## src/rtl/issue_scheduler.sv

```systemverilog
// issue_scheduler: in-order dual-issue scheduler sitting between the instruction
// queue head and two execution units (FU0, FU1).
//
// Each cycle it looks at the two head entries and issues ready ones into the
// per-FU issue registers. It tells the queue how many entries it consumed
// (taken). A flush squashes both issue registers and blocks issue for a short
// drain window.
//
// Ports
//   clk, rst_n          clock / async active-low reset
//   flush               squash in-flight issue, enter FLUSH
//   head0, head1        queue entries: [56]valid [55:52]op [51:46]rob [45:40]lookA
//                       [39:34]lookB [33:18]valueA [17:2]valueB [1:0]user
//   taken               entries consumed this cycle (0..2, combinational)
//   fu0_ready/fu1_ready FU accepts its issue register this cycle
//   fuN_valid/op/rob/a/b issue register N contents
//   issued_count        saturating count of issued instructions
//   stall_count         saturating count of RUN cycles with head0 valid, nothing issued
//
// State | meaning
//   ST_RUN   | issue enabled
//   ST_FLUSH | issue disabled, drain counter running
module issue_scheduler #(
    parameter logic [3:0] FU1_OP_LIMIT = 4'hC,
    parameter int          FLUSH_CYCLES = 2,
    parameter int          CNT_W        = 16
) (
    input  logic             clk,
    input  logic             rst_n,
    input  logic             flush,
    input  logic [56:0]      head0,
    input  logic [56:0]      head1,
    output logic [1:0]       taken,
    input  logic             fu0_ready,
    input  logic             fu1_ready,
    output logic             fu0_valid,
    output logic [3:0]       fu0_op,
    output logic [5:0]       fu0_rob,
    output logic [15:0]      fu0_a,
    output logic [15:0]      fu0_b,
    output logic             fu1_valid,
    output logic [3:0]       fu1_op,
    output logic [5:0]       fu1_rob,
    output logic [15:0]      fu1_a,
    output logic [15:0]      fu1_b,
    output logic [CNT_W-1:0] issued_count,
    output logic [CNT_W-1:0] stall_count
);

    localparam int FC_W = (FLUSH_CYCLES > 1) ? $clog2(FLUSH_CYCLES) : 1;
    localparam logic [FC_W-1:0] FC_LOAD = FC_W'(FLUSH_CYCLES - 1);

    typedef enum logic {ST_RUN, ST_FLUSH} state_t;

    state_t          r_state, w_state_nxt;
    logic [FC_W-1:0] r_fcnt, w_fcnt_nxt;

    logic            r_fu0_valid, r_fu1_valid;
    logic [3:0]      r_fu0_op, r_fu1_op;
    logic [5:0]      r_fu0_rob, r_fu1_rob;
    logic [15:0]     r_fu0_a, r_fu0_b, r_fu1_a, r_fu1_b;
    logic [CNT_W-1:0] r_issued, r_stall;

    logic w_issue_en, w_h0_rdy, w_h1_rdy, w_free0, w_free1;
    logic w_h0_to0, w_h0_to1, w_h1_to0, w_h1_to1;
    logic w_load0, w_load1, w_stall;
    logic [56:0] w_src0, w_src1;
    logic [CNT_W:0] w_iss_sum;

    // ---------------- FSM ----------------
    always_ff @(posedge clk or negedge rst_n) begin
        if (!rst_n) begin
            r_state <= ST_RUN;
            r_fcnt  <= '0;
        end else begin
            r_state <= w_state_nxt;
            r_fcnt  <= w_fcnt_nxt;
        end
    end

    always_comb begin
        w_state_nxt = r_state;
        w_fcnt_nxt  = r_fcnt;
        if (flush) begin
            w_state_nxt = ST_FLUSH;
            w_fcnt_nxt  = FC_LOAD;
        end else if (r_state == ST_FLUSH) begin
            if (r_fcnt == '0) w_state_nxt = ST_RUN;
            else              w_fcnt_nxt  = r_fcnt - 1'b1;
        end
    end

    // ---------------- issue decision ----------------
    // rst_n gates issue so taken reads 0 while reset is held.
    assign w_issue_en = rst_n && (r_state == ST_RUN) && !flush;
    assign w_h0_rdy   = head0[56] && (head0[1:0] == 2'b00);
    assign w_h1_rdy   = head1[56] && (head1[1:0] == 2'b00);
    assign w_free0    = !r_fu0_valid || fu0_ready;
    assign w_free1    = !r_fu1_valid || fu1_ready;

    assign w_h0_to0 = w_issue_en && w_h0_rdy && w_free0;
    assign w_h0_to1 = w_issue_en && w_h0_rdy && !w_free0 && w_free1 &&
                      (head0[55:52] < FU1_OP_LIMIT);
    // head1 only follows head0 into whichever slot head0 left behind.
    assign w_h1_to1 = w_h0_to0 && w_h1_rdy && w_free1 && (head1[55:52] < FU1_OP_LIMIT);
    assign w_h1_to0 = w_h0_to1 && w_h1_rdy && w_free0;

    assign taken   = 2'(w_h0_to0 | w_h0_to1) + 2'(w_h1_to0 | w_h1_to1);
    assign w_load0 = w_h0_to0 || w_h1_to0;
    assign w_load1 = w_h0_to1 || w_h1_to1;
    assign w_src0  = w_h0_to0 ? head0 : head1;
    assign w_src1  = w_h0_to1 ? head0 : head1;
    assign w_stall = w_issue_en && head0[56] && (taken == 2'd0);

    // ---------------- issue registers ----------------
    always_ff @(posedge clk or negedge rst_n) begin
        if (!rst_n) begin
            r_fu0_valid <= 1'b0;
            r_fu0_op    <= '0;
            r_fu0_rob   <= '0;
            r_fu0_a     <= '0;
            r_fu0_b     <= '0;
            r_fu1_valid <= 1'b0;
            r_fu1_op    <= '0;
            r_fu1_rob   <= '0;
            r_fu1_a     <= '0;
            r_fu1_b     <= '0;
        end else begin
            if (flush) begin
                r_fu0_valid <= 1'b0;
            end else if (w_load0) begin
                r_fu0_valid <= 1'b1;
                r_fu0_op    <= w_src0[55:52];
                r_fu0_rob   <= w_src0[51:46];
                r_fu0_a     <= w_src0[33:18];
                r_fu0_b     <= w_src0[17:2];
            end else if (fu0_ready) begin
                r_fu0_valid <= 1'b0;
            end

            if (flush) begin
                r_fu1_valid <= 1'b0;
            end else if (w_load1) begin
                r_fu1_valid <= 1'b1;
                r_fu1_op    <= w_src1[55:52];
                r_fu1_rob   <= w_src1[51:46];
                r_fu1_a     <= w_src1[33:18];
                r_fu1_b     <= w_src1[17:2];
            end else if (fu1_ready) begin
                r_fu1_valid <= 1'b0;
            end
        end
    end

    // ---------------- performance counters ----------------
    assign w_iss_sum = {1'b0, r_issued} + (CNT_W+1)'(taken);

    always_ff @(posedge clk or negedge rst_n) begin
        if (!rst_n) begin
            r_issued <= '0;
            r_stall  <= '0;
        end else begin
            r_issued <= w_iss_sum[CNT_W] ? '1 : w_iss_sum[CNT_W-1:0];
            if (w_stall && (r_stall != '1)) r_stall <= r_stall + 1'b1;
        end
    end

    assign fu0_valid    = r_fu0_valid;
    assign fu0_op       = r_fu0_op;
    assign fu0_rob      = r_fu0_rob;
    assign fu0_a        = r_fu0_a;
    assign fu0_b        = r_fu0_b;
    assign fu1_valid    = r_fu1_valid;
    assign fu1_op       = r_fu1_op;
    assign fu1_rob      = r_fu1_rob;
    assign fu1_a        = r_fu1_a;
    assign fu1_b        = r_fu1_b;
    assign issued_count = r_issued;
    assign stall_count  = r_stall;

endmodule

```

## config.mk

```make
export PLATFORM = sky130hd
export DESIGN_NAME = issue_scheduler
export DESIGN_NICKNAME = d
export VERILOG_FILES = /design/src/rtl/issue_scheduler.sv
export SDC_FILE = /design/constraint.sdc
export NUM_CORES = 1
export LEC_CHECK = 0
export CAP_MARGIN = 5
export CORE_MARGIN = 3
export CORE_UTILIZATION = 45
export DETAILED_ROUTE_END_ITERATION = 16
export GPL_ROUTABILITY_DRIVEN = 0
export PLACE_DENSITY = 0.86
export SYNTH_ARGS = -nofsm -noshare
export SYNTH_HDL_FRONTEND = slang
export SYNTH_SLANG_ARGS = --single-unit
```

## constraint.sdc

```tcl
create_clock -name clk -period 7.1 [get_ports clk]
set_input_delay 1.42 -clock clk [delete_from_list [all_inputs] [get_ports clk]]
set_output_delay 1.42 -clock clk [all_outputs]
set_load 0.005 [all_outputs]
```

**Word-level counts from Yosys, hierarchy flattened**

Index checks and enable logic that the tools add are counted.

- Output and inout port bits: 120
- Logic and storage cells: 73
- Flip-flop bits (word level): 120

- Equality and inequality tests: 1
- Reductions and logical operators: 33
- Add/sub/neg operators: 4
- Bitwise operators: 4
- Mux-type cells: 15
- Order comparisons: 2

Operators by type and width:

| kind | count |
|---|---|
| $mux W56 | 2 |
| $add A16 B2 Y17 | 1 |
| $logic_and A1 B1 Y1 | 17 |
| $add A16 B1 Y16 const B | 1 |
| $mux W16 | 1 |
| $ne A16 B16 Y1 const B | 1 |
| $mux W1 | 12 |
| $lt A4 B4 Y1 const B | 2 |
| $logic_not A2 Y1 | 3 |
| $reduce_bool A3 Y1 | 2 |
| $logic_not A1 Y1 | 4 |
| $logic_or A1 B1 Y1 | 4 |
| $reduce_and A2 Y1 | 2 |
| $add A1 B1 Y2 | 1 |
| $not A1 Y1 | 2 |
| $or A1 B1 Y1 | 2 |
| $reduce_bool A2 Y1 | 1 |
| $sub A1 B1 Y1 const B | 1 |

**Logic depth before layout (Yosys ltp)**

Gate-level depths: netlist (run 1).

- Depth in word-level cells: 14
- Gate-level depth with buffers: 14
- Depth with buffers taken out: 13

**Worst setup path before layout (run 1)**

OpenSTA, ideal clock, no wires.

- Path kind: input port to flip-flop
- From: input flush
- To: register r_issued[10], in the netlist issued_count[10]
- Library setup time: 0.134 ns
- Data arrival time: 4.082 ns
- Path slack: 2.884 ns
- Path buffers: 1
- Cell stages on the path: 14
- Cell sequence: and4bb_4 > nand3_2 > buf_2 > nor2_1 > inv_1 > ha_1 > ha_1 > inv_1 > fa_1 > nand3b_1 > nor2_1 > and4_1 > xnor2_1 > nand2_1

- Word-level cells in the longest chain between the ends: 12

Ends and longest elaborated chain:

| element | RTL line | RTL |
|---|---|---|
| start, declared | 30 | `input logic flush,` |
| $logic_not A1 Y1 (*) | 95 | `assign w_issue_en = rst_n && (r_state == ST_RUN) && !flush;` |
| $logic_and A1 B1 Y1 (*) | 95 |  |
| $logic_and A1 B1 Y1 (*) | 101, 102 |  |
| $logic_and A1 B1 Y1 (3 in a row) | 102 | `assign w_h0_to1 = w_issue_en && w_h0_rdy && !w_free0 && w_free1 &&` |
| $logic_and A1 B1 Y1 (2 in a row) | 106 | `assign w_h1_to0 = w_h0_to1 && w_h1_rdy && w_free0;` |
| $or A1 B1 Y1 | 108 | `assign taken = 2'(w_h0_to0 \| w_h0_to1) + 2'(w_h1_to0 \| w_h1_to1);` |
| $add A1 B1 Y2 (*) | 108 |  |
| via taken[0] | 33 | `output logic [1:0] taken,` |
| $add A16 B2 Y17 (*) | 156 | `assign w_iss_sum = {1'b0, r_issued} + (CNT_W+1)'(taken);` |
| $mux W16 (*) | 163 | `r_issued <= w_iss_sum[CNT_W] ? '1 : w_iss_sum[CNT_W-1:0];` |
| end signal, assigned | 163 |  |
| end, declared | 62 | `logic [CNT_W-1:0] r_issued, r_stall;` |

Mark *: on every way through the listed nets, which the timed path passes. The rest lies on a longest branch.
A chain may end at the register's enable or synchronous reset.

**Final worst setup path (run 1)**

- From: input flush
- To: output taken[0]

- Word-level cells in the longest chain between the ends: 10

Ends and longest elaborated chain:

| element | RTL line |
|---|---|
| $logic_not A1 Y1 (*) | 95 |
| $logic_and A1 B1 Y1 (*) | 95 |
| $logic_and A1 B1 Y1 (*) | 101, 102 |
| $logic_and A1 B1 Y1 (3 in a row) | 102 |
| $logic_and A1 B1 Y1 (2 in a row) | 106 |
| $or A1 B1 Y1 | 108 |
| $add A1 B1 Y2 (*) | 108 |
| end, declared | 33 |

Every way passes the cells marked *; elsewhere a longest branch is shown, timed or not.

==> results of run 1 <==
## registers in the layout, indices dropped and copies added (netlist names)
signal and flops:
issued_count 16, fu1_rob 6, fu0_a 16, fu1_valid 1
fu0_valid 1, fu0_b 16, fu1_op 4, fu0_op 4
fu1_a 16, stall_count 16, fu0_rob 6, r_state 1
fu1_b 16, r_fcnt 1
## cells in the final DEF, fill, tap and decap left out, types with 5 or more instances in the layout
cell | Yosys | routed
mux2i_1 | 43 | 43
dfrtp_1 | 120 | 120
nand3_1 | 13 | 13
xnor2_1 | 11 | 11
bufinv_16 | 0 | 5
clkbuf_16 | 0 | 17
xor2_1 | 12 | 12
nand2_1 | 21 | 21
nand4_1 | 9 | 9
a21oi_1 | 44 | 44
nor2_1 | 50 | 50
mux2_2 | 43 | 43
ha_1 | 5 | 5
and3_1 | 5 | 5
inv_1 | 8 | 8
buf_4 | 2 | 5
clkdlybuf4s50_1 | 0 | 213
## per-layer routing
metal	vias up	track usage	share of wire
li1	1971	-	-
met4	0	0.0728	0.017
met3	16	0.0705	0.065
met5	-	0	0
met2	143	0.382	0.53
met1	2038	0.250	0.39
## cells by family (layout without fill, tap and decap cells)
family          Yosys count  after routing  synth area share
simple gates            123            123             0.126
flops                   120            120             0.563
mux                      87             87             0.173
compound gates           54             54            0.0549
buf+inv                  26            258            0.0302
xor+xnor                 23             23            0.0377
fa+ha+maj                 6              6            0.0155
## cell type report
type                    count  area [um^2]
fillers                   823         3300
flip-flops and latches    120         3000
multi-input cells         293         2180
repair buffers            218         2170
clock buffers              25          495
well taps                 143          179
clock inverters             7          163
inverters                   8         30.0
## per-stage QoR
stage	utilization	total power, mW	cells
after floorplan	-	0.883	439
after global placement	0.657	1.10	782
after detailed placement	0.657	1.12	782
after CTS	0.714	2.07	814
after global routing	0.714	2.14	814
final	0.714	2.05	814
## synth_stat cells (all sizes together)
library cell	n
a21o	3
a21oi	46
and3	5
and4	2
and4bb	1
buf	15
clkbuf	3
dfrtp	120
fa	1
ha	5
inv	8
mux2	44
mux2i	43
nand2	22
nand2b	3
nand3	15
nand3b	2
nand4	9
nor2	52
nor2b	1
nor3	4
nor3b	1
nor4	1
nor4b	1
nor4bb	1
o21a	1
o21ai	3
o21bai	1
or3	2
or3b	1
xnor2	11
xor2	12
## power by group through the flow
stage          logic (mW)  clock network (mW)  registers, mW
2_1_floorplan      0.0735                   0          0.809
3_3_place_gp        0.296                   0          0.803
3_5_place_dp        0.306                   0          0.809
4_1_cts             0.308               0.966          0.799
5_1_grt             0.326                1.00          0.808
6_report            0.303               0.948          0.799
## worst max-delay path: cells and delay by family
family | cells | cell delay [ns]
AND/OR/NAND/NOR | 3 | 1.24
buffers and inverters | 3 | 1.06
adder cells (fa/ha/maj) | 1 | 0.30
## final timing paths
kind                                         start                           to  slack (ns)  depth (start not counted)
worst min register to register  r_fcnt$_DFFE_PN0P_           r_fcnt$_DFFE_PN0P_        0.48                          1
max in group asynchronous                    rst_n         fu0_a[5]$_DFFE_PN0P_        4.71                          2
min in group asynchronous                    rst_n  stall_count[11]$_DFFE_PN0P_        1.05                          1
worst max register to register   r_state$_DFF_PN0_   issued_count[13]$_DFF_PN0_        3.07                         13
worst min-delay path            r_fcnt$_DFFE_PN0P_           r_fcnt$_DFFE_PN0P_        0.48                          1
worst max-delay path                         flush                     taken[0]        1.66                          7
==> summary.md, run 1 <==
| Metric | Value |
|---|---|
| Status | completed |
| Setup WS pre-CTS | 1.44 ns |
| Hold_ws | 0.485 ns |
| Diode count | 0 |
| Net switching power figure | 0.430 mW |
| Worst Tran Pin Value | 0.877 ns |
| Initial Util | 0.463 |
| Post-synthesis cell type count | 45 |
| Drt initial violations | 185 |
| Lkg Pwr | 3.63 nW |
| GRT overflow | 0 |
| Dominant cells by area after synthesis | dfrtp_1 56%, mux2_2 9.1%, mux2i_1 8.1%, a21oi_1 4.1%, nor2_1 3.5% |
| Yosys warning count | 0 |
| Vias in the first global route | 4454 |
| Die ar. | 13200 um^2 |
| Final wirelength | 14200 um |
| DRC | 0 |
| All-Layer GR Usage | 0.217 |
| Chip width | 115 um |
| Worst VDD drop | 0.173 mV |
| Area Growth Syn to Fin | 54.0% |
| Routed Antenna Nets | 0 |
| Max Freq | 184 MHz |
| Most used cell, CP | clkdlybuf4s50_1 |
| Sw Share | 0.210 |
| Num CTS Buffers | 17 |
| Post-route cell area | 8220 um^2 |
| Chip height | 115 um |
| Leading area contributor after synthesis | dfrtp_1 |
| Cell-internal power | 1.62 mW |
| I/O pin count | 239 |
| Post-CTS setup buffer count | 0 |
| CTS sink count | 120 |
| Routed vias/inst | 5.12 |
| Largest net degree at the start of global routing | 71 |
| Clock transition at path regs | 0.05 ns |
| Yosys reg bits | 120 |
| WP data arrival | 4.02 ns |
| CP Class | in2out |
| Pre-antenna DRT Iters | 4 |
| RSZ-0062 raised after global routing | false |
| CTS Buffer Depth | 2 |
| Post-synthesis cell area | 5340 um^2 |
| Cell Pwr Density | 249 nW/um^2 |
| Final WS setup | 1.66 ns |
| H-Tree Depth | 4 |
| Critical Path Fanout Max | 22 |
| Clk_lat worst skew | 0.40 ns |
| Hold Path Class | reg2reg |
| Via count | 4168 |
| Placed cell area | 7560 um^2 |
| # nets final | 783 |
| Post-detail-place hpwl | 10300 um |
| Final Skew | 0.00642 ns |
| CTS tree | done |
| Final Setup Violations | 0 |
| Post-Synthesis Cells | 439 |
| Num rows | 39 |
| Post-Syn Nets | 564 |
| Worst slew margin | 0.415 |
| Avg Cell Area, Syn | 12.2 um^2 |
| Clk pwr share | 0.462 |
| Global-route wire length before repair | 22300 um |
| Clock Root Buffer | clkbuf_16 |
| Hold Buf Count CTS | 0 |
| CP max-delay cell | clkdlybuf4s50_1 |
| Reg power frac | 0.390 |
| Core area | 11500 um^2 |
| Max Slew Vio Count | 0 |
| Port bufs | 214 |
| CP required | 5.68 ns |
| Sum of negative setup slack | 0 ns |
| Critical Path Source Type | input pin |
| Max incr delay on CP | 0.51 ns |
| Post-cts gate resize count | 0 |
| Worst path cell trace | clkdlybuf4s50_1 > and4bb_4 > nand3_2 > nor2_1 > inv_1 > ha_1 > clkdlybuf4s50_1 |
| Sequential area share after synthesis | 0.563 |
| Max_cap viols | 0 |
| Initial antenna violation count | 0 |
| Routed len/inst | 17.5 um |
| Fin crit share | 0.766 |
| Share of layout cells above drive strength 1 | 0.136 |
| Tmin final | 5.44 ns |
| Crit. End Element | output pin |
| Gate power share | 0.148 |
| Final Hold Viols | 0 |
| Share of the synthesized area in the top cell type | 0.563 |
No activity file was read; power rests on OpenSTA's default activity.
==> run 2: changes to the inputs <==
--- a/config.mk
+++ b/config.mk
@@ -7,10 +7,10 @@
 export LEC_CHECK = 0
 export CAP_MARGIN = 5
 export CORE_MARGIN = 3
-export CORE_UTILIZATION = 45
+export CORE_UTILIZATION = 42
 export DETAILED_ROUTE_END_ITERATION = 16
 export GPL_ROUTABILITY_DRIVEN = 0
-export PLACE_DENSITY = 0.86
+export PLACE_DENSITY = 0.81
 export SYNTH_ARGS = -nofsm -noshare
 export SYNTH_HDL_FRONTEND = slang
 export SYNTH_SLANG_ARGS = --single-unit
==> constraint.sdc (replaced) <==
create_clock -name clk -period 5.4 [get_ports clk]
set_input_delay 1.08 -clock clk [delete_from_list [all_inputs] [get_ports clk]]
set_output_delay 1.08 -clock clk [all_outputs]
set_load 0.005 [all_outputs]
==> run 2 against run 1 <==
- sequential cell count is the same
- final cell count grew 2.9%
- global-route usage shrank 0.68 points
- first-iteration DRC count shrank 32%
- non-clock buffer count grew 2
- register-to-register slack lost 1.2 ns
- largest cell class unchanged
- power grew 18%
- setup slack lost 0.62 ns
==> summary.md, run 2 (same netlist as run 1, synthesis figures left out) <==
| Metric | Value |
|---|---|
| Diode count | 0 (unchanged) |
| Clock Root Buffer | clkbuf_16 |
| Crit. End Element | flop |
| Worst VDD drop | 0.311 mV (+80%) |
| Final wirelength | 14400 um (+1.2%) |
| Sum of negative setup slack | 0 ns (unchanged) |
| Critical Path Fanout Max | 13 (-41%) |
| Max Freq | 230 MHz |
| RSZ-0062 raised after global routing | false |
| Post-cts gate resize count | 0 (unchanged) |
| Die ar. | 14100 um^2 (+6.8%) |
| CP required | 5.74 ns (+0.06 ns) |
| DRC | 0 (unchanged) |
| Share of layout cells above drive strength 1 | 0.134 (-0.00129) |
| GRT overflow | 0 (unchanged) |
| Post-CTS setup buffer count | 0 (unchanged) |
| Global-route wire length before repair | 23300 um (+4.5%) |
| Initial antenna violation count | 0 (unchanged) |
| CP Class | in2reg |
| Placed cell area | 7620 um^2 (+0.78%) |
| CTS tree | done |
| Status | completed |
| Commonest cells after routing, fill and taps aside | 213 x clkdlybuf4s50_1, 120 x dfrtp_1, 50 x nor2_1, 44 x a21oi_1 |
| CTS sink count | 120 (unchanged) |
| Cell Pwr Density | 298 nW/um^2 (+20%) |
| Bufs and invs on worst path | 3 (unchanged) |
| Chip width | 119 um (+3.3%) |
| Routed len/inst | 17.2 um (-1.7%) |
| Final Util | 0.666 (-0.0475) |
| Port bufs | 214 (unchanged) |
| Vias in the first global route | 4538 (+1.9%) |
| Most common cell after layout, fill and taps aside | clkdlybuf4s50_1 |
| Core area | 12200 um^2 (+6.0%) |
| Num rows | 40 (+2.6%) |
| Total power | 2.43 mW (+18%) |
| Hold Path Class | reg2reg |
| Post-route cell area | 8140 um^2 (-1.0%) |
| Worst path cell trace | clkdlybuf4s50_1 > and4bb_4 > nand3_2 > nor2_1 > inv_1 > ha_1 > ha_1 > inv_1 > fa_1 > nand3b_1 > nor2_1 > nand3_1 > nand3_1 > o21a_1 |
| Max Slew Vio Count | 0 (unchanged) |
| Final Setup Violations | 0 (unchanged) |
| I/O pin count | 239 (unchanged) |
| Tmin final | 4.36 ns |
| Routed Antenna Nets | 0 (unchanged) |
| WP data arrival | 4.70 ns (+0.68 ns) |
| Final Hold Viols | 0 (unchanged) |
| Hold Buf Count CTS | 0 (unchanged) |
| Critical Path Source Type | input pin |
| Pre-antenna DRT Iters | 4 (unchanged) |
| H-Tree Depth | 4 (unchanged) |
| Area Growth Syn to Fin | 52.4% |
| Fin crit share | 0.807 |
| Clock transition at path regs | 0.05 ns (about the same) |
| Routed vias/inst | 4.98 (-2.7%) |
| Worst Tran Pin Value | 0.845 ns (-0.0327 ns) |
| Clk_lat worst skew | 0.40 ns (about the same) |
| CP max-delay cell | clkdlybuf4s50_1 |
| Drt initial violations | 125 (-32%) |
| Worst slew margin | 0.437 (+0.0218) |
| All-Layer GR Usage | 0.210 (-0.00680) |
| Largest net degree at the start of global routing | 68 (-4.2%) |
| Lkg Pwr | 3.59 nW (-1.3%) |
| # nets final | 785 (+0.26%) |
| Max incr delay on CP | 0.49 ns (-0.02 ns) |
| Post-detail-place hpwl | 10500 um (+1.6%) |
| Num CTS Buffers | 17 (unchanged) |
| Chip height | 119 um (+3.3%) |
| Via count | 4175 (+0.17%) |
| Max_cap viols | 0 (unchanged) |
| Final Skew | 0.00617 ns (-0.000251 ns) |
| Worst path top cell family by delay | simple AND/OR/NAND/NOR gates |
| Initial Util | 0.437 (-0.0264) |
| CTS Buffer Depth | 2 (unchanged) |
==> run 2: changes by cell type in the layout (fill, tap and decap cells not counted), sizes merged <==
cell	before	now
clkinvlp	1	0
bufinv	5	0
clkinv	1	4
buf	5	7
==> run 2: report_power, final <==
part	total [mW]	switching, mW	internal, mW
Sequential	1.05	0.0589	0.990
Combinational	0.400	0.128	0.272
Clock	0.977	0.355	0.622
==> run 2: final timing paths <==
kind / depth (start not counted) / to / slack [ns] / startpoint
max reg2reg: 13 / issued_count[13]$_DFF_PN0_ / 1.89 / r_state$_DFF_PN0_
min: 1 / r_state$_DFF_PN0_ / 0.49 / r_fcnt$_DFFE_PN0P_
min reg2reg: 1 / r_state$_DFF_PN0_ / 0.49 / r_fcnt$_DFFE_PN0P_
max: 14 / issued_count[13]$_DFF_PN0_ / 1.04 / flush
min in group asynchronous: 2 / stall_count[2]$_DFFE_PN0P_ / 0.83 / rst_n
max in group asynchronous: 3 / fu1_a[11]$_DFFE_PN0P_ / 3.24 / rst_n
==> run 2: layout make-up <==
cell class                 count  area (um^2)
clock buffer                  25          495
tap                          168          210
clock inverter                 4         20.0
fill                         952         4080
multi-input combinational    293         2180
inverter                       8         30.0
timing repair buffer         220         2200
sequential                   120         3000
==> run 2: per-layer routing <==
metal / global-route usage / routed length [um]
met5: 0 / 0
met4: 0.0934 / 404
met3: 0.0699 / 964
met2: 0.358 / 7270
met1: 0.240 / 5770
==> run 2: worst reg2reg max path, delay by kind of cell (launching register included) <==
family          cells  cell delay, ns
simple gates        7            1.92
flops               1            0.38
buf+inv             2            0.12
compound gates      1            0.14
fa+ha+maj           3            0.87
==> run 2: metrics by stage <==
step | cells | worst slack (ns) | hold WS [ns]
2_1_floorplan | 439 | 1.52 | 0.461
3_3_place_gp | 809 | 0.659 | 0.471
3_5_place_dp | 809 | 0.622 | 0.475
4_1_cts | 838 | 1.04 | 0.496
5_1_grt | 838 | 0.729 | 0.508
6_report | 838 | 1.04 | 0.491
==> run 3: changes to the inputs <==
==> constraint.sdc (replaced) <==
create_clock -name clk -period 4.05 [get_ports clk]
set_input_delay 0.81 -clock clk [delete_from_list [all_inputs] [get_ports clk]]
set_output_delay 0.81 -clock clk [all_outputs]
set_load 0.005 [all_outputs]
==> run 3 against run 2 <==
- core utilization increased by 1.4 points
- routed wire length is 0.26% higher
- clock-buffer cell count shrank 1
- clock skew down 0.0017 ns
- setup slack lost 0.65 ns
- via count decreased by 0.12%
- critical path depth decreased by 6
- combinational power is 32% higher
- design area is 2.1% higher
- clock power increased by 66%
- largest cell class unchanged
- highest routed layer unchanged
==> summary.md, run 3 (same netlist as run 1, synthesis figures left out) <==
| Metric | Value |
|---|---|
| Final WS setup | 0.391 ns (-0.652 ns) |
| Diode count | 0 (unchanged) |
| Routed vias/inst | 4.91 (-1.4%) |
| Final Hold Viols | 0 (unchanged) |
| Die ar. | 14100 um^2 (unchanged) |
| Clk pwr share | 0.456 (+0.053) |
| Max Slew Vio Count | 0 (unchanged) |
| CP Class | in2out |
| Initial Util | 0.437 (unchanged) |
| Max Freq | 273 MHz |
| Num CTS Buffers | 17 (unchanged) |
| Routed len/inst | 17.0 um (-1.0%) |
| Clock Root Buffer | clkbuf_16 |
| Drt initial violations | 201 (+61%) |
| Commonest cells after routing, fill and taps aside | 213 x clkdlybuf4s50_1, 120 x dfrtp_1, 50 x nor2_1, 44 x a21oi_1 |
| Core area | 12200 um^2 (unchanged) |
| Met2 Use GR | 0.356 (-0.00284) |
| I/O pin count | 239 (unchanged) |
| Hold Buf Count CTS | 0 (unchanged) |
| Port bufs | 214 (unchanged) |
| CTS Buffer Depth | 2 (unchanged) |
| Final wirelength | 14400 um (+0.26%) |
| Post-cts gate resize count | 0 (unchanged) |
| Sw Share | 0.214 (-0.00930) |
| Fin crit share | 0.903 |
| Pre-antenna DRT Iters | 4 (unchanged) |
| Worst slew margin | 0.433 (-0.00423) |
| # nets final | 793 (+1.0%) |
| Worst VDD drop | 0.350 mV (+13%) |
| Largest net degree at the start of global routing | 69 (+1.5%) |
| Cell-internal power | 2.79 mW (+48%) |
| Lkg Pwr | 3.68 nW (+2.7%) |
| Worst Tran Pin Value | 0.851 ns (+0.00634 ns) |
| Critical Path Source Type | input pin |
| DRC | 0 (unchanged) |
| Grt met1 use | 0.260 (+0.0199) |
| Hold Path Class | reg2reg |
| Crit. End Element | output pin |
| Global-route wire length before repair | 23500 um (+1.0%) |
| Via count | 4170 (-0.12%) |
| GR peak layer | met2 |
| CTS tree | done |
| Initial antenna violation count | 0 (unchanged) |
| Status | completed |
| Hold path cells | 1 (unchanged) |
| Post-CTS setup buffer count | 0 (unchanged) |
| Setup WS pre-CTS | 0.105 ns (-0.517 ns) |
| Hold_ws | 0.490 ns (-0.000458 ns) |
| Final Skew | 0.00442 ns (-0.00175 ns) |
| Post-detail-place hpwl | 10500 um (about the same) |
| Cell Pwr Density | 427 nW/um^2 (+43%) |
| RSZ-0062 raised after global routing | false |
| Gate power share | 0.149 (-0.016) |
| Clock transition at path regs | 0.05 ns (about the same) |
| Clk_lat worst skew | 0.41 ns (about the same) |
| Reg2reg path depth | 14 (+1) |
| Fin cells | 849 (+1.3%) |
| Most common cell after layout, fill and taps aside | clkdlybuf4s50_1 |
| H-Tree Depth | 4 (unchanged) |
| Final Setup Violations | 0 (unchanged) |
| Tmin final | 3.66 ns |
| WP data arrival | 2.85 ns (-1.85 ns) |
| GRT overflow | 0 (unchanged) |
| M3 GR Usage | 0.0612 (-0.00861) |
| All-Layer GR Usage | 0.213 (+0.00211) |
| Area Growth Syn to Fin | 55.7% |
| Total power | 3.55 mW (+46%) |
| Share of layout cells above drive strength 1 | 0.151 (+0.0169) |
| Reg power frac | 0.395 (-0.037) |
| Cell count after placement | 817 (+0.99%) |
| Critical Path Fanout Max | 2 (-11) |
| CTS sink count | 120 (unchanged) |
| CP required | 3.24 ns (-2.50 ns) |
| Vias in the first global route | 4408 (-2.9%) |
| Net switching power figure | 0.759 mW (+40%) |
| Routed Antenna Nets | 0 (unchanged) |
| Sum of negative setup slack | 0 ns (unchanged) |
| Chip height | 119 um (unchanged) |
| Chip width | 119 um (unchanged) |
| Num rows | 40 (unchanged) |
| Max_cap viols | 0 (unchanged) |
## run 3: changes by cell type in the layout (fill, tap and decap cells not counted)
cell / previous run / this run
buf_4: 6 / 15
bufinv_16: 0 / 4
clkbuf_1: 4 / 2
buf_12: 1 / 0
clkbuf_8: 4 / 5
## run 3: final cells by class
type,instances,area [um^2]
clock buffers,24,502
multi-input cells,293,2180
clock inverters,8,140
fillers,941,3900
well taps,168,210
flip-flops and latches,120,3000
inverters,8,30.0
repair buffers,228,2240
## run 3: path summary, 6_finish.rpt
kind                                    start                         end  slack [ns]
min in group asynchronous               rst_n  stall_count[4]$_DFFE_PN0P_        0.56
min reg2reg                r_fcnt$_DFFE_PN0P_          r_fcnt$_DFFE_PN0P_        0.49
max in group asynchronous               rst_n        fu0_b[1]$_DFFE_PN0P_        2.17
min                        r_fcnt$_DFFE_PN0P_          r_fcnt$_DFFE_PN0P_        0.49
max                                 head1[56]                    taken[0]        0.39
max reg2reg                 r_state$_DFF_PN0_  issued_count[10]$_DFF_PN0_        1.00
## run 3: critical path, cell delays in order
cell and delay (ns):
clkdlybuf4s50_1 0.45, nor3b_1 0.28, buf_4 0.18, nand3_1 0.07
nor2_1 0.18, inv_1 0.07, ha_1 0.30, clkdlybuf4s50_1 0.51
## run 3: layer usage
layer	up-vias	wire length, um
li1	1993	-
met3	22	874
met5	-	0
met4	0	286
met2	148	7320
met1	2007	5960
## run 3: through the flow
stage | instance area (um^2) | utilization
6_report | 8310 | 0.681
5_1_grt | 8310 | 0.681
3_5_place_dp | 7670 | 0.628
3_3_place_gp | 7670 | 0.628
2_1_floorplan | 5340 | -
4_1_cts | 8310 | 0.681
## run 3: power groups by stage
stage / sequential (mW) / combinational (mW) / clock (mW)
global placement: 1.41 / 0.524 / 0
CTS: 1.40 / 0.539 / 1.65
floorplan: 1.42 / 0.129 / 0
global route: 1.42 / 0.569 / 1.71
finish: 1.40 / 0.530 / 1.62
detailed placement: 1.42 / 0.535 / 0
